==> src/rtl/beta_pkg.sv <==
// Shared beta execution-stage types for the multistep shift unit.
//   shu_mode_t     : shift operation encoding (5..7 are illegal)
//   shu_state_t    : shift-unit control states
//   shu_mode_legal : true for the five implemented operations
package beta_pkg;

  typedef enum logic [2:0] {
    SHU_SLL = 3'd0,
    SHU_SRL = 3'd1,
    SHU_SRA = 3'd2,
    SHU_ROL = 3'd3,
    SHU_ROR = 3'd4
  } shu_mode_t;

  typedef enum logic [1:0] {
    SHU_IDLE  = 2'd0,
    SHU_SHIFT = 2'd1,
    SHU_DONE  = 2'd2
  } shu_state_t;

  function automatic logic shu_mode_legal(input logic [2:0] m);
    return m <= 3'd4;
  endfunction

endpackage

==> src/rtl/beta_multistep_shift_unit_if.sv <==
// Request/response bundle for the multistep shift unit.
//   req/gnt           : accept handshake (accepted when req & gnt & !flush)
//   operand_a/_b/mode : data, shift amount, raw 3-bit mode (illegal values allowed)
//   flush             : kill in-flight op, blocks accept
//   busy/valid/result : SHIFT-state flag, one-cycle done pulse, result register
interface beta_multistep_shift_unit_if
  import beta_pkg::*;
#(
  parameter int DataWidth  = 32,
  parameter int ShamtWidth = $clog2(DataWidth)
);

  logic                  req;
  logic                  gnt;
  logic [DataWidth-1:0]  operand_a;
  logic [ShamtWidth-1:0] operand_b;
  logic [2:0]            mode;
  logic                  flush;
  logic                  busy;
  logic                  valid;
  logic [DataWidth-1:0]  result;

  modport master (
    output req, operand_a, operand_b, mode, flush,
    input  gnt, busy, valid, result
  );

  modport slave (
    input  req, operand_a, operand_b, mode, flush,
    output gnt, busy, valid, result
  );

endinterface

==> src/rtl/beta_shift_step.sv <==
// Combinational single-step shifter: shifts data by step (0..StepBits)
// positions for any shu_mode_t. One barrel stage per bit of step, so a
// step of exactly StepBits uses the top stage alone.
//   data   : operand
//   step   : shift distance, 0..StepBits
//   mode   : operation; illegal encodings pass data through
//   result : shifted data
module beta_shift_step
  import beta_pkg::*;
#(
  parameter  int DataWidth = 32,
  parameter  int StepBits  = 4,
  localparam int StepW     = $clog2(StepBits) + 1
) (
  input  logic [DataWidth-1:0] data,
  input  logic [StepW-1:0]     step,
  input  shu_mode_t            mode,
  output logic [DataWidth-1:0] result
);

  function automatic logic [DataWidth-1:0] shift_by(
    input logic [DataWidth-1:0] x,
    input shu_mode_t            m,
    input int unsigned          amt
  );
    case (m)
      SHU_SLL: return x << amt;
      SHU_SRL: return x >> amt;
      SHU_SRA: return DataWidth'($signed(x) >>> amt);
      // amt == DataWidth degenerates to x | 0, i.e. a full-turn rotate
      SHU_ROL: return (x << amt) | (x >> (DataWidth - amt));
      SHU_ROR: return (x >> amt) | (x << (DataWidth - amt));
      default: return x;
    endcase
  endfunction

  logic [StepW:0][DataWidth-1:0] stage;

  assign stage[0] = data;

  for (genvar i = 0; i < StepW; i++) begin : g_stage
    assign stage[i+1] = step[i] ? shift_by(stage[i], mode, 1 << i) : stage[i];
  end

  assign result = stage[StepW];

endmodule

==> src/rtl/beta_multistep_shift_unit.sv <==
// Multi-cycle shift unit: SLL/SRL/SRA/ROL/ROR by up to StepBits positions
// per cycle. Accept latches the operands; each SHIFT cycle applies one
// step; DONE raises valid for one cycle and can accept the next op.
//   clk_i, rst_i : clock, async active-high reset
//   shu          : slave side of beta_multistep_shift_unit_if
module beta_multistep_shift_unit
  import beta_pkg::*;
#(
  parameter int DataWidth = 32,
  parameter int StepBits  = 4
) (
  input  logic                          clk_i,
  input  logic                          rst_i,
  beta_multistep_shift_unit_if.slave    shu
);

  localparam int ShamtWidth = $clog2(DataWidth);
  localparam int RemW       = ShamtWidth + 1;
  localparam int StepW      = $clog2(StepBits) + 1;

  shu_state_t           state_q, state_d;
  logic [DataWidth-1:0] data_q, result_q, shifted;
  logic [RemW-1:0]      rem_q;
  shu_mode_t            mode_q;
  logic [StepW-1:0]     step;
  logic                 accept, zero_op, last_step;

  assign accept    = shu.req & shu.gnt & ~shu.flush;
  // illegal modes collapse to a zero-length op so operand_a passes through
  assign zero_op   = (shu.operand_b == '0) | ~shu_mode_legal(shu.mode);
  assign step      = (rem_q < RemW'(StepBits)) ? StepW'(rem_q) : StepW'(StepBits);
  assign last_step = (rem_q == RemW'(step));

  beta_shift_step #(
    .DataWidth (DataWidth),
    .StepBits  (StepBits)
  ) u_step (
    .data   (data_q),
    .step   (step),
    .mode   (mode_q),
    .result (shifted)
  );

  always_ff @(posedge clk_i or posedge rst_i) begin
    if (rst_i) state_q <= SHU_IDLE;
    else       state_q <= state_d;
  end

  always_comb begin
    state_d = state_q;
    case (state_q)
      SHU_IDLE,
      SHU_DONE:  state_d = accept ? (zero_op ? SHU_DONE : SHU_SHIFT) : SHU_IDLE;
      SHU_SHIFT: begin
        if (shu.flush)     state_d = SHU_IDLE;
        else if (last_step) state_d = SHU_DONE;
      end
      default:   state_d = SHU_IDLE;
    endcase
  end

  // gnt is low in SHIFT, so accept and stepping never coincide
  always_ff @(posedge clk_i or posedge rst_i) begin
    if (rst_i) begin
      data_q   <= '0;
      rem_q    <= '0;
      mode_q   <= SHU_SLL;
      result_q <= '0;
    end else if (accept) begin
      data_q <= shu.operand_a;
      rem_q  <= zero_op ? '0 : RemW'(shu.operand_b);
      mode_q <= shu_mode_t'(shu.mode);
      if (zero_op) result_q <= shu.operand_a;
    end else if (state_q == SHU_SHIFT && !shu.flush) begin
      data_q <= shifted;
      rem_q  <= rem_q - RemW'(step);
      if (last_step) result_q <= shifted;
    end
  end

  assign shu.gnt    = (state_q != SHU_SHIFT);
  assign shu.busy   = (state_q == SHU_SHIFT);
  assign shu.valid  = (state_q == SHU_DONE);
  assign shu.result = result_q;

endmodule

==> src/flat_wrapper.sv <==
// flat-port wrapper written by rule: the top's interface ports become plain ports
module beta_multistep_shift_unit_flat import beta_pkg::*;
#(
  parameter int DataWidth = 32,
  parameter int StepBits  = 4
)
  (clk_i, rst_i, shu_req, shu_operand_a, shu_operand_b, shu_mode, shu_flush, shu_gnt, shu_busy, shu_valid, shu_result);
  beta_multistep_shift_unit_if #(.DataWidth(DataWidth)) shu_i ();
  input  logic clk_i;
  input  logic rst_i;
  input wire logic [$bits(shu_i.req)-1:0] shu_req;
  input wire logic [$bits(shu_i.operand_a)-1:0] shu_operand_a;
  input wire logic [$bits(shu_i.operand_b)-1:0] shu_operand_b;
  input wire logic [$bits(shu_i.mode)-1:0] shu_mode;
  input wire logic [$bits(shu_i.flush)-1:0] shu_flush;
  output wire logic [$bits(shu_i.gnt)-1:0] shu_gnt;
  output wire logic [$bits(shu_i.busy)-1:0] shu_busy;
  output wire logic [$bits(shu_i.valid)-1:0] shu_valid;
  output wire logic [$bits(shu_i.result)-1:0] shu_result;
  assign shu_i.req = shu_req;
  assign shu_i.operand_a = shu_operand_a;
  assign shu_i.operand_b = shu_operand_b;
  assign shu_i.mode = shu_mode;
  assign shu_i.flush = shu_flush;
  assign shu_gnt = shu_i.gnt;
  assign shu_busy = shu_i.busy;
  assign shu_valid = shu_i.valid;
  assign shu_result = shu_i.result;
  beta_multistep_shift_unit #(.DataWidth(DataWidth), .StepBits(StepBits)) u_core (.clk_i(clk_i), .rst_i(rst_i), .shu(shu_i));
endmodule
==> config.mk <==
export PLATFORM = sky130hd
export DESIGN_NAME = beta_multistep_shift_unit_flat
export DESIGN_NICKNAME = d
export VERILOG_FILES = /design/src/rtl/beta_pkg.sv /design/src/rtl/beta_multistep_shift_unit_if.sv /design/src/rtl/beta_shift_step.sv /design/src/rtl/beta_multistep_shift_unit.sv /design/src/flat_wrapper.sv
export SDC_FILE = /design/constraint.sdc
export NUM_CORES = 1
export LEC_CHECK = 0
export BUFFER_PORTS_ARGS = -buffer_cell sky130_fd_sc_hd__buf_2
export CELL_PAD_IN_SITES_DETAIL_PLACEMENT = 0
export CELL_PAD_IN_SITES_GLOBAL_PLACEMENT = 1
export CORE_UTILIZATION = 45
export CTS_BUF_LIST = sky130_fd_sc_hd__clkbuf_16
export CTS_CLUSTER_SIZE = 16
export DETAILED_ROUTE_END_ITERATION = 6
export GPL_ROUTABILITY_DRIVEN = 0
export PLACE_DENSITY_LB_ADDON = 0.1
export SLEW_MARGIN = 0
export SYNTH_ARGS = -nofsm -noshare
export SYNTH_HDL_FRONTEND = slang
export SYNTH_SLANG_ARGS = --single-unit
export TNS_END_PERCENT = 10
==> constraint.sdc <==
create_clock -name clk_i -period 7.55 [get_ports clk_i]
set_input_delay 1.8875 -clock clk_i [delete_from_list [all_inputs] [get_ports clk_i]]
set_output_delay 1.8875 -clock clk_i [all_outputs]
set_load 0.02 [all_outputs]
==> reports/qor.yml, run 1 <==
setup_path:
  r2r-start: "u_core.rem_q[2]$_DFFE_PP0P_"
  cp_cell_sequence: "buf_2, nand3b_1, o21ai_2, o311ai_0, o21a_1"
  slowest_stage: "o21ai_2"
  ff2ff_setup_slack_ns: 3.68
  cp_top_family: "compound AO/OA/AOI/OAI gates"
  cp.arrival_ns: 4.25
  ff2ff_path_depth: 7
  crit_type: "input port to flip-flop"
  crit_fanout: 30
  crit_cells: 5
  slowest_delay_ns: 1.16
  crit_path_start_kind: "input port"
  path_buf_inv: 1
  critical_path_required_ns: 7.77
  cp-end-kind: "flip-flop"
  r2r_end: "u_core.data_q[30]$_DFFE_PP0P_"
final_layout:
  area_growth_pct: 10.80
  fin_nets: 910
  stdcell_area_sq_um: 7024
  layout-drive-gt1-share: 0.1613
  insertedDiodeCount: 0
  final_core_util: 0.5080
  nFillCells: 1389
die:
  start_util: 0.4585
  ioPinCount: 79
  rows: 43
  coreArea_sq_um: 13830
  die_x_um: 120.7
  die_area_sq_um: 14570
  dieHeight_um: 120.7
timing:
  finalClockSkew_ns: 0.007614
  setup_tns_ns: 0
  hold-worst-slack_ns: 0.4836
  period_needed_ns: 4.029
  hold_viol: 0
  tightest_slew_ns: 1.228
  setup_viol: 0
  drv_slew: 0
  rsz0062_at_grt: "no"
  slew-limit-headroom: 0.1815
  post-route-period-util: 0.5336
  max_freq_mhz: 248.2
min_path:
  whs_path_depth: 2
  hold_end: "u_core.shu.result[15]$_DFFE_PP0P_"
  hold_class: "flip-flop to flip-flop"
  min-delay-start: "u_core.shu.result[15]$_DFFE_PP0P_"
global_routing:
  track_usage: 0.3512
  overflow: 0
  grt_max_degree: 76
  antenna_found_initial: 0
  grt_pass1_vias: 6622
  grt_pass1_wl_um: 38990
clock_network:
  clkSlewWorstSetupHoldPaths_ns: 0.06
  cts_setup_buffers: 0
  hold_buffers: 0
  cts_sinks: 75
  cts_buffer_depth: 2
  cts_tree: "built"
  cts_root_buffer: "clkbuf_16"
  cts_max_level: 3
  clock_latency_ns: 0.33
  cts_resized: 0
  cts_made_buffers: 9
pwr:
  cell_internal_pwr_mw: 1.304
  power.leakage_nw: 2.948
  ir_drop_mv: 0.2369
  cellPowerDensity_nw_per_um2: 391.1
  clkPwrFrac: 0.135
  switching_share: 0.5254
  net-switching-power_mw: 1.443
  comb_power_share: 0.575
  p_total_mw: 2.748
  p_seq_frac: 0.290
yosys:
  ys_types: 70
  ys_warn_count: 0
  synth_edf_count: 0
  synth_compound_gate_area_share: 0.3361
  ys_seq_area_frac: 0.2960
  syn-num-nets: 889
  synthesis.instances: 844
  yosys.area_share.xor_xnor: 0.005329
  synth_mux_area_frac: 0.05664
  synth_top_area_share: 0.2960
  synth-async-reset-ratio: 1.000
  synth_top_family_by_area: "compound AO/OA/AOI/OAI gates"
  synth-simple-area-share: 0.2425
  yosys_most_used_dff: "dfrtp_1"
  synth_top_area_cell: "dfrtp_1"
  ys_ff_latch: 75
  synthTopCellsByArea: "dfrtp_1, nand2_1, a21oi_1, o21ai_0, mux2i_1"
  netlist_area_sq_um: 6340
  synth_fa_ha_area_frac: 0.001974
  synth.avg_cell_area_sq_um: 7.512
detailed_routing:
  first_pass_iters: 6
  routedWlPerCell_um: 24.06
  via_per_inst: 7.052
  vias: 7391
  ant_nets: 0
  route.detailed.drc: 0
  drtIter0Drc: 1027
  wl_um: 25220
placement:
  placed_area_sq_um: 6775
  hpwlAfterDp_um: 17090
  placement.io_buffers: 78
flow_run:
  cap_violations: 0
status:
  outcome: "complete, no violations"
-- cell usage after synthesis, types with 20 or more instances --
master and number:
o21ai_0 59, clkbuf_1 59, a22oi_1 27, dfrtp_1 75
a21oi_1 65, nand2_1 105, mux2i_1 28, nand3_1 45
nor2b_1 23, nor3_1 20, a31oi_1 44, buf_2 20
nor2_1 61
-- stage by stage --
stage          instances  worst slack (ns)
2_1_floorplan        844             3.753
5_1_grt             1048             3.293
6_report            1048             3.521
4_1_cts             1048             3.528
3_5_place_dp        1034             3.175
3_3_place_gp        1034             3.251
-- kinds of logic (layout without fill, tap and decap cells) --
logic type      count (synthesis)  after routing
simple gates                  316            316
buf+inv                        94            118
mux                            35             35
other cells                     1              1
fa+ha+maj                       1              1
flops                          75             75
xor+xnor                        3              3
compound gates                319            319
-- final cells by class --
type	instances	area, sq um	area share
multi-input cells	675	4106	0.5846
well taps	180	225.2	0.03206
repair buffers	99	548.0	0.07802
clock buffers	9	225.2	0.03206
flip-flops and latches	75	1877	0.2672
inverters	5	18.77	0.002672
clock inverters	5	23.77	0.003384
-- cells in the final DEF, fill, tap and decap left out, types with 27 or more instances in the layout --
cell     Yosys  final
a21oi_1     65     64
a22oi_1     27     27
a31oi_1     44     44
mux2i_1     28     28
o21ai_0     59     58
nor2_1      61     59
buf_2       20     78
nand3_1     45     45
dfrtp_1     75     75
nand2_1    105    105
-- state kept, by name, indices dropped and copies added (netlist names) --
name               count
u_core.data_q         32
u_core.mode_q          3
u_core.rem_q           6
u_core.shu.result     32
u_core.state_q         2
-- how the worst max path moves through the flow --
stage,start,slack [ns],end
CTS,shu_flush,3.53,u_core.shu.result[28]$_DFFE_PP0P_
detailed placement,shu_flush,3.18,u_core.shu.result[28]$_DFFE_PP0P_
global route,shu_flush,3.29,u_core.shu.result[28]$_DFFE_PP0P_
floorplan,rst_i,3.75,u_core.data_q[0]$_DFFE_PP0P_
finish,shu_flush,3.52,u_core.shu.result[28]$_DFFE_PP0P_
global placement,shu_flush,3.25,u_core.shu.result[28]$_DFFE_PP0P_
-- tightest hold or removal path, delay by kind of cell (launching register included) --
family,cells,cell delay (ns)
flip-flops,1,0.34
AND/OR/NAND/NOR,2,0.10
-- per-layer routing --
layer	up-vias	wire (um)	GRT usage
met1	3587	10890	0.5222
met3	60	3228	0.08585
met4	0	636	0.1188
met5	-	0	0
li1	3218	-	-
met2	526	10460	0.4899
-- power groups by stage --
stage          Sequential (mW)  Clock, mW  Combinational, mW
2_1_floorplan            0.752          0               1.02
3_3_place_gp             0.779          0               1.51
3_5_place_dp             0.780          0               1.52
4_1_cts                  0.777      0.377               1.53
5_1_grt                  0.809      0.396               1.68
6_report                 0.797      0.371               1.58
(Power assumes the default switching activity.)
==> run 2, diff against run 1 <==
CORE_UTILIZATION = 39   (was 45)
clock period = 3.23 ns   (was 7.55 ns; I/O delays follow)
==> reports/qor.yml, run 2 (synthesis gave the netlist of run 1 again) <==
status:
  outcome: "complete, no violations"  # unchanged
detailed_routing:
  via_per_inst: 6.828  # was 7.052
  routedWlPerCell_um: 24.73  # was 24.06 um
  drtIter0Drc: 1007  # was 1027
  wl_um: 27700  # was 25220 um
  route.detailed.drc: 0  # unchanged
  vias: 7647  # was 7391
  first_pass_iters: 6  # unchanged
  ant_nets: 0  # unchanged
final_layout:
  insertedDiodeCount: 0  # unchanged
  area_growth_pct: 17.45  # was 10.80%
  stdcell_count: 1120  # was 1048
  final_common_cell: "nand2_1"  # unchanged
  final_cell_mix: "nand2_1, buf_2, dfrtp_1"  # unchanged
  layout-drive-gt1-share: 0.1969  # was 0.1613
  fin_nets: 944  # was 910
timing:
  setup_tns_ns: 0  # unchanged
  slew-limit-headroom: 0.4501  # was 0.1815
  period_needed_ns: 3.092
  hold_viol: 0  # unchanged
  rsz0062_at_grt: "no"  # unchanged
  finalClockSkew_ns: 0.006469  # was 0.007614 ns
  post-route-period-util: 0.9572
  max_freq_mhz: 323.4
  drv_slew: 0  # unchanged
  setup_viol: 0  # unchanged
  setup_slack_ns: 0.1381  # was 3.521 ns
  tightest_slew_ns: 0.8198  # was 1.228 ns
die:
  die_x_um: 129.5  # was 120.7 um
  dieHeight_um: 129.5  # was 120.7 um
  die_area_sq_um: 16770  # was 14570 sq um
  ioPinCount: 79  # unchanged
  start_util: 0.3991  # was 0.4585
  coreArea_sq_um: 15890  # was 13830 sq um
  rows: 46  # was 43
setup_path:
  path_common_cell: "buf_4"
  crit_type: "flip-flop to flip-flop"  # was input port to flip-flop
  cp-end-kind: "flip-flop"  # unchanged
  crit_path_start_kind: "flip-flop"  # was input port
  ff2ff_setup_slack_ns: 0.14  # was 3.68 ns
  cp_cell_sequence: "xnor2_2, buf_4, buf_4, nand3_1, a311oi_1, a211oi_1, nor4bb_1, nand2_1, a21oi_1"  # was buf_2, nand3b_1, o21ai_2, o311ai_0, o21a_1
  crit_fanout: 8  # was 30
  slowest_stage: "nor4bb_1"  # was o21ai_2
  critical_path_required_ns: 3.49  # was 7.77 ns
  slowest_delay_ns: 0.67  # was 1.16 ns
  r2r_end: "u_core.data_q[24]$_DFFE_PP0P_"  # was u_core.data_q[30]$_DFFE_PP0P_
  r2r-start: "u_core.mode_q[1]$_DFFE_PP0P_"  # was u_core.rem_q[2]$_DFFE_PP0P_
  cp.arrival_ns: 3.36  # was 4.25 ns
  ff2ff_path_depth: 9  # was 7
clock_network:
  cts_buffer_depth: 2  # unchanged
  cts_root_buffer: "clkbuf_16"  # unchanged
  cts_tree: "built"  # unchanged
  cts_max_level: 3  # unchanged
  cts_made_buffers: 9  # unchanged
  cts_sinks: 75  # unchanged
  clkSlewWorstSetupHoldPaths_ns: 0.06  # about the same
  clock_latency_ns: 0.34  # was 0.33 ns
  cts_setup_buffers: 0  # unchanged
  cts_resized: 0  # unchanged
  hold_buffers: 0  # unchanged
min_path:
  hold_end: "u_core.shu.result[19]$_DFFE_PP0P_"  # was u_core.shu.result[15]$_DFFE_PP0P_
  min-delay-start: "u_core.shu.result[19]$_DFFE_PP0P_"  # was u_core.shu.result[15]$_DFFE_PP0P_
  whs_path_depth: 2  # unchanged
  hold_class: "flip-flop to flip-flop"  # unchanged
pwr:
  switching_share: 0.5159  # was 0.5254
  p_seq_frac: 0.265  # was 0.290
  clkPwrFrac: 0.152  # was 0.135
  ir_drop_mv: 0.3512  # was 0.2369 mV
  cellPowerDensity_nw_per_um2: 919.8  # was 391.1 nW/um^2
  cell_internal_pwr_mw: 3.315  # was 1.304 mW
  power.leakage_nw: 3.158  # was 2.948 nW
  net-switching-power_mw: 3.533  # was 1.443 mW
  p_total_mw: 6.848  # was 2.748 mW
  comb_power_share: 0.583  # was 0.575
placement:
  placement.io_buffers: 78  # unchanged
  hpwlAfterDp_um: 19520  # was 17090 um
  dp.cells: 1104  # was 1034
  dp_slack_ns: 0.2709  # was 3.175 ns
global_routing:
  overflow: 0  # unchanged
  track_usage: 0.3374  # was 0.3512
  grt_pass1_vias: 6966  # was 6622
  grt_max_degree: 63  # was 76
  antenna_found_initial: 0  # unchanged
  grt_pass1_wl_um: 42600  # was 38990 um
flow_run:
  cap_violations: 0  # unchanged
-- run 2: cell count changes in the layout (fill, tap and decap cells not counted), moves of 2 or more --
cell      previous run  this run
buf_12               0         6
clkinv_1             3         1
buf_4               21        49
clkinv_2             1         3
-- run 2: power by group through the flow --
stage	registers, mW	clock network (mW)	logic, mW
6_report	1.82	1.04	3.99
3_3_place_gp	1.79	0	3.84
3_5_place_dp	1.79	0	3.85
2_1_floorplan	1.76	0	2.38
4_1_cts	1.78	1.04	3.87
5_1_grt	1.84	1.07	4.24
-- run 2: how the worst max path moves through the flow --
stage | start | to | slack (ns) | depth (start not counted)
5_1_grt | u_core.mode_q[1]$_DFFE_PP0P_ | u_core.data_q[24]$_DFFE_PP0P_ | 0.05 | 9
3_5_place_dp | u_core.mode_q[1]$_DFFE_PP0P_ | u_core.data_q[24]$_DFFE_PP0P_ | 0.27 | 9
3_3_place_gp | u_core.mode_q[1]$_DFFE_PP0P_ | u_core.shu.result[24]$_DFFE_PP0P_ | 0.22 | 8
4_1_cts | u_core.mode_q[1]$_DFFE_PP0P_ | u_core.data_q[24]$_DFFE_PP0P_ | 0.25 | 9
6_report | u_core.mode_q[1]$_DFFE_PP0P_ | u_core.data_q[24]$_DFFE_PP0P_ | 0.14 | 9
2_1_floorplan | rst_i | u_core.data_q[0]$_DFFE_PP0P_ | 0.51 | 1
-- run 2: critical path: cells and delay by family (launching register included) --
family          cells  cell delay, ns
simple gates        3            0.96
compound gates      3            0.72
flops               1            0.49
buf+inv             2            0.46
xor+xnor            1            0.39
-- run 2: stage by stage --
stage | utilization | hold WS, ns | area [sq um]
floorplan | - | 0.5183 | 6340
global placement | 0.4502 | 0.4606 | 7152
detailed placement | 0.4502 | 0.4715 | 7152
CTS | 0.4687 | 0.4845 | 7446
global route | 0.4687 | 0.5130 | 7446
finish | 0.4687 | 0.4820 | 7446
-- run 2: layer usage --
metal | routed length (um) | track usage
met3 | 3512 | 0.06606
met5 | 0 | 0
met1 | 12080 | 0.5077
met4 | 620 | 0.09713
met2 | 11490 | 0.4832
-- run 2: area by class of cell --
cell class | instances | area [sq um]
repair buffers | 133 | 878.3
well taps | 216 | 270.3
flip-flops and latches | 75 | 1877
inverters | 5 | 20.02
clock inverters | 7 | 68.82
multi-input cells | 675 | 4106
fillers | 1649 | 8439
clock buffers | 9 | 225.2
